### src/rtl/hazard_scheduler.sv
// Pipeline hazard scheduler: operand forwarding, load-use / memory-wait stalls,
// branch flushes, and saturating stall/flush event counters.
module hazard_scheduler (
    input  logic        clk,
    input  logic        rst,
    input  logic [3:0]  Rs1D,
    input  logic [3:0]  Rs2D,
    input  logic [3:0]  Rs1E,
    input  logic [3:0]  Rs2E,
    input  logic [3:0]  RdE,
    input  logic [3:0]  RdM,
    input  logic [3:0]  RdW,
    input  logic        regWriteE,
    input  logic        regWriteM,
    input  logic        regWriteW,
    input  logic [1:0]  resultSrcE,
    input  logic        pcSrcE,
    input  logic        memReqM,
    input  logic        memReadyM,
    output logic        stallF,
    output logic        stallD,
    output logic        stallE,
    output logic        stallM,
    output logic        flushD,
    output logic        flushE,
    output logic [1:0]  forwardAE,
    output logic [1:0]  forwardBE,
    output logic [15:0] stallCnt,
    output logic [15:0] flushCnt,
    output logic [1:0]  state
);

    localparam int unsigned CNT_W = 16;
    localparam logic [1:0]  SRC_LOAD = 2'b01;
    localparam logic [1:0]  FWD_REG  = 2'b00;
    localparam logic [1:0]  FWD_M    = 2'b10;
    localparam logic [1:0]  FWD_W    = 2'b01;

    typedef enum logic [1:0] {
        RUN     = 2'b00,
        LDSTALL = 2'b01,
        MEMWAIT = 2'b10,
        FLUSH   = 2'b11
    } state_t;

    state_t cur_state;
    state_t nxt_state;
    logic   ld_haz;
    logic   mem_wait;

    assign mem_wait = memReqM & ~memReadyM;
    assign ld_haz   = (resultSrcE == SRC_LOAD) && regWriteE &&
                      ((RdE == Rs1D) || (RdE == Rs2D));
    assign state    = cur_state;

    // State register
    always_ff @(posedge clk) begin
        if (!rst) begin
            cur_state <= RUN;
        end else begin
            cur_state <= nxt_state;
        end
    end

    // Next-state and stall/flush decode; everything held quiet during reset
    always_comb begin
        nxt_state = cur_state;
        stallF    = 1'b0;
        stallD    = 1'b0;
        stallE    = 1'b0;
        stallM    = 1'b0;
        flushD    = 1'b0;
        flushE    = 1'b0;
        if (rst) begin
            case (cur_state)
                RUN: begin
                    if (mem_wait) begin
                        {stallF, stallD, stallE, stallM} = 4'b1111;
                        nxt_state = MEMWAIT;
                    end else if (pcSrcE) begin
                        flushD    = 1'b1;
                        flushE    = 1'b1;
                        nxt_state = FLUSH;
                    end else if (ld_haz) begin
                        stallF    = 1'b1;
                        stallD    = 1'b1;
                        flushE    = 1'b1;
                        nxt_state = LDSTALL;
                    end
                end
                LDSTALL: begin
                    // Hazard already resolved; a repeat ldHaz is not re-taken
                    if (mem_wait) begin
                        nxt_state = MEMWAIT;
                    end else if (pcSrcE) begin
                        nxt_state = FLUSH;
                    end else begin
                        nxt_state = RUN;
                    end
                end
                MEMWAIT: begin
                    // Execute is frozen, so branches and load-use are ignored here
                    if (mem_wait) begin
                        {stallF, stallD, stallE, stallM} = 4'b1111;
                    end else begin
                        nxt_state = RUN;
                    end
                end
                FLUSH: begin
                    flushD    = 1'b1;
                    nxt_state = mem_wait ? MEMWAIT : RUN;
                end
                default: nxt_state = RUN;
            endcase
        end
    end

    // Operand forwarding; the younger M-stage result wins over W
    always_comb begin
        forwardAE = FWD_REG;
        forwardBE = FWD_REG;
        if (rst) begin
            if (regWriteM && (RdM == Rs1E)) begin
                forwardAE = FWD_M;
            end else if (regWriteW && (RdW == Rs1E)) begin
                forwardAE = FWD_W;
            end
            if (regWriteM && (RdM == Rs2E)) begin
                forwardBE = FWD_M;
            end else if (regWriteW && (RdW == Rs2E)) begin
                forwardBE = FWD_W;
            end
        end
    end

    // Saturating event counters
    always_ff @(posedge clk) begin
        if (!rst) begin
            stallCnt <= '0;
            flushCnt <= '0;
        end else begin
            if (stallF && (stallCnt != {CNT_W{1'b1}})) begin
                stallCnt <= stallCnt + CNT_W'(1);
            end
            if ((flushD || flushE) && (flushCnt != {CNT_W{1'b1}})) begin
                flushCnt <= flushCnt + CNT_W'(1);
            end
        end
    end

endmodule

### config.mk
export PLATFORM = sky130hd
export DESIGN_NAME = hazard_scheduler
export DESIGN_NICKNAME = d
export VERILOG_FILES = /design/src/rtl/hazard_scheduler.sv
export SDC_FILE = /design/constraint.sdc
export NUM_CORES = 1
export LEC_CHECK = 0
export BUFFER_PORTS_ARGS = -buffer_cell sky130_fd_sc_hd__buf_2
export CAP_MARGIN = 20
export CORE_MARGIN = 4
export CORE_UTILIZATION = 53
export DETAILED_ROUTE_END_ITERATION = 8
export GPL_ROUTABILITY_DRIVEN = 0
export HOLD_SLACK_MARGIN = 0.05
export PLACE_DENSITY = 0.86
export SYNTH_ARGS = -nofsm -noshare
export SYNTH_HDL_FRONTEND = slang
export SYNTH_SLANG_ARGS = --single-unit
### constraint.sdc
create_clock -name clk -period 6.8 [get_ports clk]
set_input_delay 1.36 -clock clk [delete_from_list [all_inputs] [get_ports clk]]
set_output_delay 1.36 -clock clk [all_outputs]
set_load 0.02 [all_outputs]
Word level (Yosys, flattened, before mapping)
Index checks and enable logic that the tools add are counted.

operators by class
  add/subtract/negate cells = 2
  equal/unequal tests = 14
  mux-type cells = 30
  bitwise operators = 2
  reduce and logical (&&, ||, !) cells = 13

operator list
  operator                                             count
  adder 16 x 1 -> 16 bit, second input constant        2
  inequality test 16 bit, second input constant        2
  equality test 4 bit                                  6
  2-to-1 mux 2 bit                                     11
  2-to-1 mux 1 bit                                     16
  logical AND 1 bit                                    8
  case mux 2 bit (4 select lines)                      1
  equality test 2 x 1 -> 1 bit, second input constant  2
  equality test 2 bit, second input constant           2
  inequality test 4 bit, second input constant         1
  case mux 1 bit (2 select lines)                      2
  zero test 2 bit                                      1
  logical OR 1 bit                                     2
  inequality test 2 bit, second input constant         1
  AND reduction 2 bit                                  1
  OR reduction 2 bit                                   1
  bitwise AND 1 bit                                    1
  NOT 1 bit                                            1

storage, ports and cells
  register bits after elaboration = 34
  bits of input ports = 38
  output and inout bits = 44
  word-level logic and storage cells = 64

Logic depth before layout (Yosys ltp)
Gate-level depths: netlist (run 1).

  depth after elaboration = 10
  depth in mapped cells = 11
  depth with buffers taken out = 8

Least setup slack after synthesis (run 1)
OpenSTA, ideal clock, no wires.

  path kind = input -> output
  start = in rst
  end = out stallF
  data arrival time = 2.468 ns
  data required time = 5.440 ns
  setup slack = 2.972 ns
  cell stages on the path = 5
  buffers on the path = 2
  path through = buf_2 o21ai_0 nor2_1 a31o_2 buf_4

on the way
  cells in the longest elaborated chain, start to end = 1

ends and longest elaborated chain
  what                RTL line  source
  start: declaration  5         input logic rst,
  2-to-1 mux 1 bit    -
  end: declaration    20        output logic stallF,

No other way between the ends.

Worst setup path in the final report (run 1)
  start = in RdE[3]
  end = out stallD

on the way
  cells in the longest elaborated chain, start to end = 8

ends and longest elaborated chain
  what                                 RTL line  source
  start: declaration                   10        input logic [3:0] RdE,
  equality test 4 bit                  53        ((RdE == Rs1D) || (RdE == Rs2D));
  logical OR 1 bit (*)                 53
  logical AND 1 bit (*)                52        assign ld_haz = (resultSrcE == SRC_LOAD) && regWriteE &&
  2-to-1 mux 1 bit (*)                 84        end else if (ld_haz) begin
  2-to-1 mux 1 bit (*)                 80        end else if (pcSrcE) begin
  2-to-1 mux 1 bit (*)                 77        if (mem_wait) begin
  case mux 1 bit (2 select lines) (*)  75        case (cur_state)
  2-to-1 mux 1 bit (*)                 74        if (rst) begin
  end: declaration                     21        output logic stallD,

Every way passes the cells marked *; elsewhere a longest branch is shown, timed or not.

==> results_dict.tcl, run 1 <==
set metrics [dict create \
    p_seq_share_pct 48.5 \
    drt_iter0_markers 105 \
    syn_area_per_cell_um2 8.212 \
    detail-route-antenna-nets 0 \
    cp.required_ns 5.44 \
    coreArea_um2 3771 \
    comb_power_share_pct 18.4 \
    totalWireLength_um 5174 \
    final_cells 385 \
    cts.htree.levels 2 \
    grt_pass1_wl_um 8763 \
    cts_setup_buffers 0 \
    wl_per_cell_um 13.44 \
    ir_drop_v 0.0001026 \
    rsz0062_at_grt "no" \
    synth-edff-count 0 \
    synthesis.nets 305 \
    hold_viol_final 0 \
    antenna_cells 0 \
    clk_pin_slew_ns 0.07 \
    finalCritPeriodShare_pct 59.75 \
    drt_pass1_iterations 4 \
    cts_resized 0 \
    min_path_type "reg2reg" \
    synth_top_area_share_pct 31.76 \
    antenna_found_initial 0 \
    timing.fmax_ghz 0.2461 \
    numCtsBuffers 5 \
    ys_ff_latch 34 \
    maxCapViolCount 0 \
    min_period_ns 4.063 \
    clock_latency_ns 0.28 \
    ios 82 \
    clkPwrFrac_pct 33.1 \
    syn_area_um2 2143 \
    synth.distinct_cells 44 \
    cts_buffer_depth 2 \
    netlist_top_cells_area "dfxtp_1, xnor2_1, nand3_1, a21oi_1, o31ai_1" \
    layout-drive-gt1-share_pct 29.08 \
    die_y_um 71.59 \
    power.total_uw 424.6 \
    std_cell_rows 22 \
    syn2layout_area_growth_pct 21.60 \
    reg2reg_slack_ns 4.16 \
    powerDensity_nw_per_um2 162.9 \
    cts_tree "yes" \
    vias_per_cell 5.673 \
    grt_overflow 0 \
    grtUsageTotal_pct 20.85 \
    yosys_most_used_dff "dfxtp_1" \
    tightest_slew_ns 0.9045 \
    root_buffer "clkbuf_8" \
    grt_max_degree 28 \
    die_area_um2 5125 \
    hpwl_um 3901 \
    setup_viol 0 \
    cts.sinks 34 \
    initial_core_util_pct 56.83 \
    fin_util_pct 69.11 \
    start_kind "primary input" \
    vias 2184 \
    intPower_uw 302.4 \
    switchingPower_uw 122.2 \
    synthCells 261 \
    slew_headroom_pct 39.69 \
    status "finished, final reports clean" \
    ys_warn_count 0 \
    slew_viol_final 0 \
    fin_worst_skew_ns 0.006302 \
    fillers 317 \
    num-nets-final 381 \
    ys_seq_area_share_pct 31.76 \
    swShare_pct 28.78 \
    end_kind "output pin" \
    async_flop_share_pct 0 \
    setup_tns_ns 0 \
    cts_hold_buf 0 \
    grt_pass1_vias 2003 \
    drc 0 \
    dp.cells 378 \
    cp_max_fo 5 \
    power_leakage_uw 0.001094 \
    chipWidth_um 71.59 \
    port_buffers 81 \
    cp.arrival_ns 2.70 \
    criticalPathCategory "in2out" \
    yosys.area.top_type "dfxtp_1" \
]
[metal layers]
metal  up-vias  GRT usage, %  share of wire [%]
li1       1114             -                  -
met1      1008         26.40                 46
met2        57         35.51                 48
met3         5         5.049                5.5
met4         0         5.219               0.79
met5         -             0                  0
[sequential cells by signal (all words and copies together) (netlist names)]
signal and cells:
flushCnt 16, stallCnt 16, state 2
[final timing paths]
kind	startpoint	to	depth (start not counted)
hold reg to reg	flushCnt[15]	flushCnt[15]	2
setup reg to reg	state[0]	stallCnt[15]	8
hold / removal	flushCnt[15]	flushCnt[15]	2
setup / recovery	RdE[3]	stallD	6
[final cells by class]
type                    instances  area, um^2  area share [%]
multi-input cells             206        1348           51.70
clock buffers                   5       68.82           2.640
repair buffers                 81       405.4           15.55
flip-flops and latches         34       680.7           26.12
clock inverters                 2       10.01          0.3841
inverters                       9       33.78           1.296
well taps                      48       60.06           2.304
[metrics by stage]
step	setup slack (ns)	hold WS [ns]	instance area [um^2]
floorplan	2.972	0.5469	2143
global placement	2.835	0.4752	2527
detailed placement	2.740	0.4856	2527
CTS	2.730	0.4951	2606
global route	2.625	0.5287	2606
finish	2.737	0.4961	2606
[synth_stat cells (4+ instances only)]
cell,instances
a21oi_1,18
and3_1,4
clkbuf_1,4
dfxtp_1,34
ha_1,6
inv_1,7
mux2i_1,6
nand2_1,20
nand3_1,22
nor2_1,16
nor4_1,4
o211ai_1,5
o21ai_0,13
o31ai_1,12
or3_1,9
or4_1,7
xnor2_1,16
xor2_1,10
[layout by cell type, fill, tap and decap left out, drive strengths merged]
master and instances:
a211oi 3, a21boi 1, a21oi 18, a221oi 1, a31o 2, a31oi 1, a32oi 1, a41o 1
a41oi 2, and2 3, and3 4, and4 1, buf 81, clkbuf 5, clkinv 2, dfxtp 34
ha 6, inv 9, mux2i 6, nand2 20, nand2b 3, nand3 22, nand3b 2, nand4 3
nor2 17, nor2b 1, nor3 3, nor4 4, o211ai 5, o21ai 14, o311ai 1, o31ai 12
o41ai 3, or2 3, or3 9, or4 8, xnor2 16, xor2 10
[kinds of logic after synthesis]
group	Yosys count	synth area share [%]
adder cells (fa/ha/maj)	6	3.503
multiplexers	6	2.802
XOR/XNOR	26	10.62
AND/OR/NAND/NOR	103	25.28
AO/OA/AOI/OAI	65	20.67
buffers and inverters	21	5.371
flip-flops	34	31.76
[power groups by stage]
stage / sequential (uW) / combinational (uW) / clock (uW)
6_report: 206 / 78.2 / 140
5_1_grt: 207 / 86.3 / 151
3_5_place_dp: 210 / 78.1 / 0
4_1_cts: 206 / 78.4 / 142
2_1_floorplan: 213 / 52.4 / 0
3_3_place_gp: 210 / 76.4 / 0
[critical path, stage by stage]
cell     delay, ns
buf_2         0.11
xnor2_1       0.16
nand4_1       0.23
a21oi_1       0.39
a31o_2        0.26
buf_2         0.18
Note: power is estimated with default switching activity, not from simulation.
==> run 2, diff against run 1 <==
Settings changed: CORE_UTILIZATION 53 to 49, PLACE_DENSITY 0.86 to 0.8.
Clock period 6.8 ns to 3.9 ns, I/O delays scaled along.
==> run 2 against run 1 <==
Compared with the run above:
- non-clock buffer count up 1
- worst setup slack worse by 1.7 ns
- via count up 1.3%
- global-route usage down 0.69 points
- utilization down 5.4 points
- clock power up 85%
- sequential power up 74%
- flip-flop and latch count unchanged
- highest routed layer unchanged
==> results_dict.tcl, run 2 (synthesis gave the netlist of run 1 again) <==
set metrics [dict create \
    chipWidth_um 74.14 \
    fillers 376 \
    detail-route-antenna-nets 0 \
    numCtsBuffers 5 \
    grt_pass1_vias 2037 \
    cts_buffer_depth 2 \
    hold_path_depth 2 \
    drc 0 \
    maxCapViolCount 0 \
    use_met3_pct 4.595 \
    ir_drop_v 0.0001700 \
    holdPathEnd "flushCnt[9]" \
    hpwl_um 4109 \
    grtUsageTotal_pct 20.15 \
    rsz0062_at_grt "no" \
    timing.rr.end "stallCnt[15]" \
    syn2layout_area_growth_pct 22.24 \
    final_common_cell "buf_2" \
    setup_tns_ns 0 \
    cts.sinks 34 \
    tightest_slew_ns 0.9066 \
    holdCritStartpoint "flushCnt[9]" \
    finalCritPeriodShare_pct 74.65 \
    fin_util_pct 63.67 \
    antenna_cells 0 \
    port_buffers 81 \
    criticalPathCategory "in2out" \
    num-nets-final 382 \
    cts_resized 0 \
    r2r-start "state[1]" \
    drt_iter0_markers 143 \
    cts_tree "yes" \
    powerDensity_nw_per_um2 288.7 \
    grt_overflow 0 \
    vias_per_cell 5.718 \
    totalWireLength_um 5448 \
    hold_viol_final 0 \
    cts.htree.levels 2 \
    cts_setup_buffers 0 \
    end_kind "output pin" \
    design_area_um2 2620 \
    layout-drive-gt1-share_pct 29.08 \
    min_period_ns 2.911 \
    ios 82 \
    grt_busiest_layer "met2" \
    slew_viol_final 0 \
    cp_max_fo 5 \
    fin_worst_skew_ns 0.007737 \
    clk_pin_slew_ns 0.07 \
    cp.required_ns 3.12 \
    drt_pass1_iterations 4 \
    min_path_type "reg2reg" \
    slew_headroom_pct 39.55 \
    use_met2_pct 34.25 \
    setup_ws_ns 0.9887 \
    status "finished, final reports clean" \
    reg2reg_depth 8 \
    timing.fmax_ghz 0.3435 \
    grt_max_degree 28 \
    pre_cts_slack_ns 0.9919 \
    std_cell_rows 23 \
    placed_cell_area_um2 2537 \
    vias 2213 \
    clock_latency_ns 0.29 \
    whs_ns 0.4961 \
    antenna_found_initial 0 \
    cp.arrival_ns 2.13 \
    die_y_um 74.14 \
    root_buffer "clkbuf_8" \
    cts_hold_buf 0 \
    reg2reg_slack_ns 1.35 \
    initial_core_util_pct 52.08 \
    final_cell_mix "buf_2, dfxtp_1, nand3_1" \
    die_area_um2 5496 \
    met1_usage_pct 24.83 \
    power_leakage_uw 0.001098 \
    setup_viol 0 \
    grt_pass1_wl_um 8756 \
    coreArea_um2 4115 \
    start_kind "primary input" \
    wl_per_cell_um 14.08 \
]
[run 2: cell count changes in the layout (fill, tap and decap cells not counted)]
cell      delta
clkinv_2     -2
buf_4        +1
clkbuf_8     +1
[run 2: metal layers]
layer	vias up	share of wire [%]
met5	-	0
li1	1112	-
met4	0	0.84
met1	1019	43
met3	5	7.2
met2	77	49
[run 2: stage by stage]
step	total power (uW)	cells
final	756.4	387
after global routing	791.5	387
after CTS	763.1	387
after detailed placement	504.9	381
after global placement	501.7	381
after floorplan	463.1	261
[run 2: worst max-delay path: stages]
cell	delay (ns)
buf_2	0.12
xnor2_1	0.15
nand4_1	0.24
a21oi_1	0.40
a31o_2	0.26
buf_2	0.18
[run 2: worst max path at each step]
stage / from / end / slack [ns] / cells after the start
after CTS: RdE[3] / stallD / 0.99 / 6
after detailed placement: RdE[3] / stallD / 0.99 / 6
after global routing: RdE[3] / stallD / 0.86 / 6
final: RdE[3] / stallF / 0.99 / 6
after floorplan: rst / stallF / 1.23 / 5
after global placement: RdE[0] / stallD / 1.04 / 6
[run 2: area by class of cell]
| class | instances | area (um^2) | share of cell area (%) |
|---|---|---|---|
| well taps | 50 | 62.56 | 2.388 |
| repair buffers | 82 | 412.9 | 15.76 |
| inverters | 9 | 33.78 | 1.289 |
| clock buffers | 6 | 82.58 | 3.152 |
| multi-input cells | 206 | 1348 | 51.43 |
| flip-flops and latches | 34 | 680.7 | 25.98 |
[run 2: where the power goes]
| part | internal, uW | switching (uW) |
|---|---|---|
| Combinational | 56.3 | 82.1 |
| Sequential | 352 | 6.58 |
| Clock | 136 | 123 |
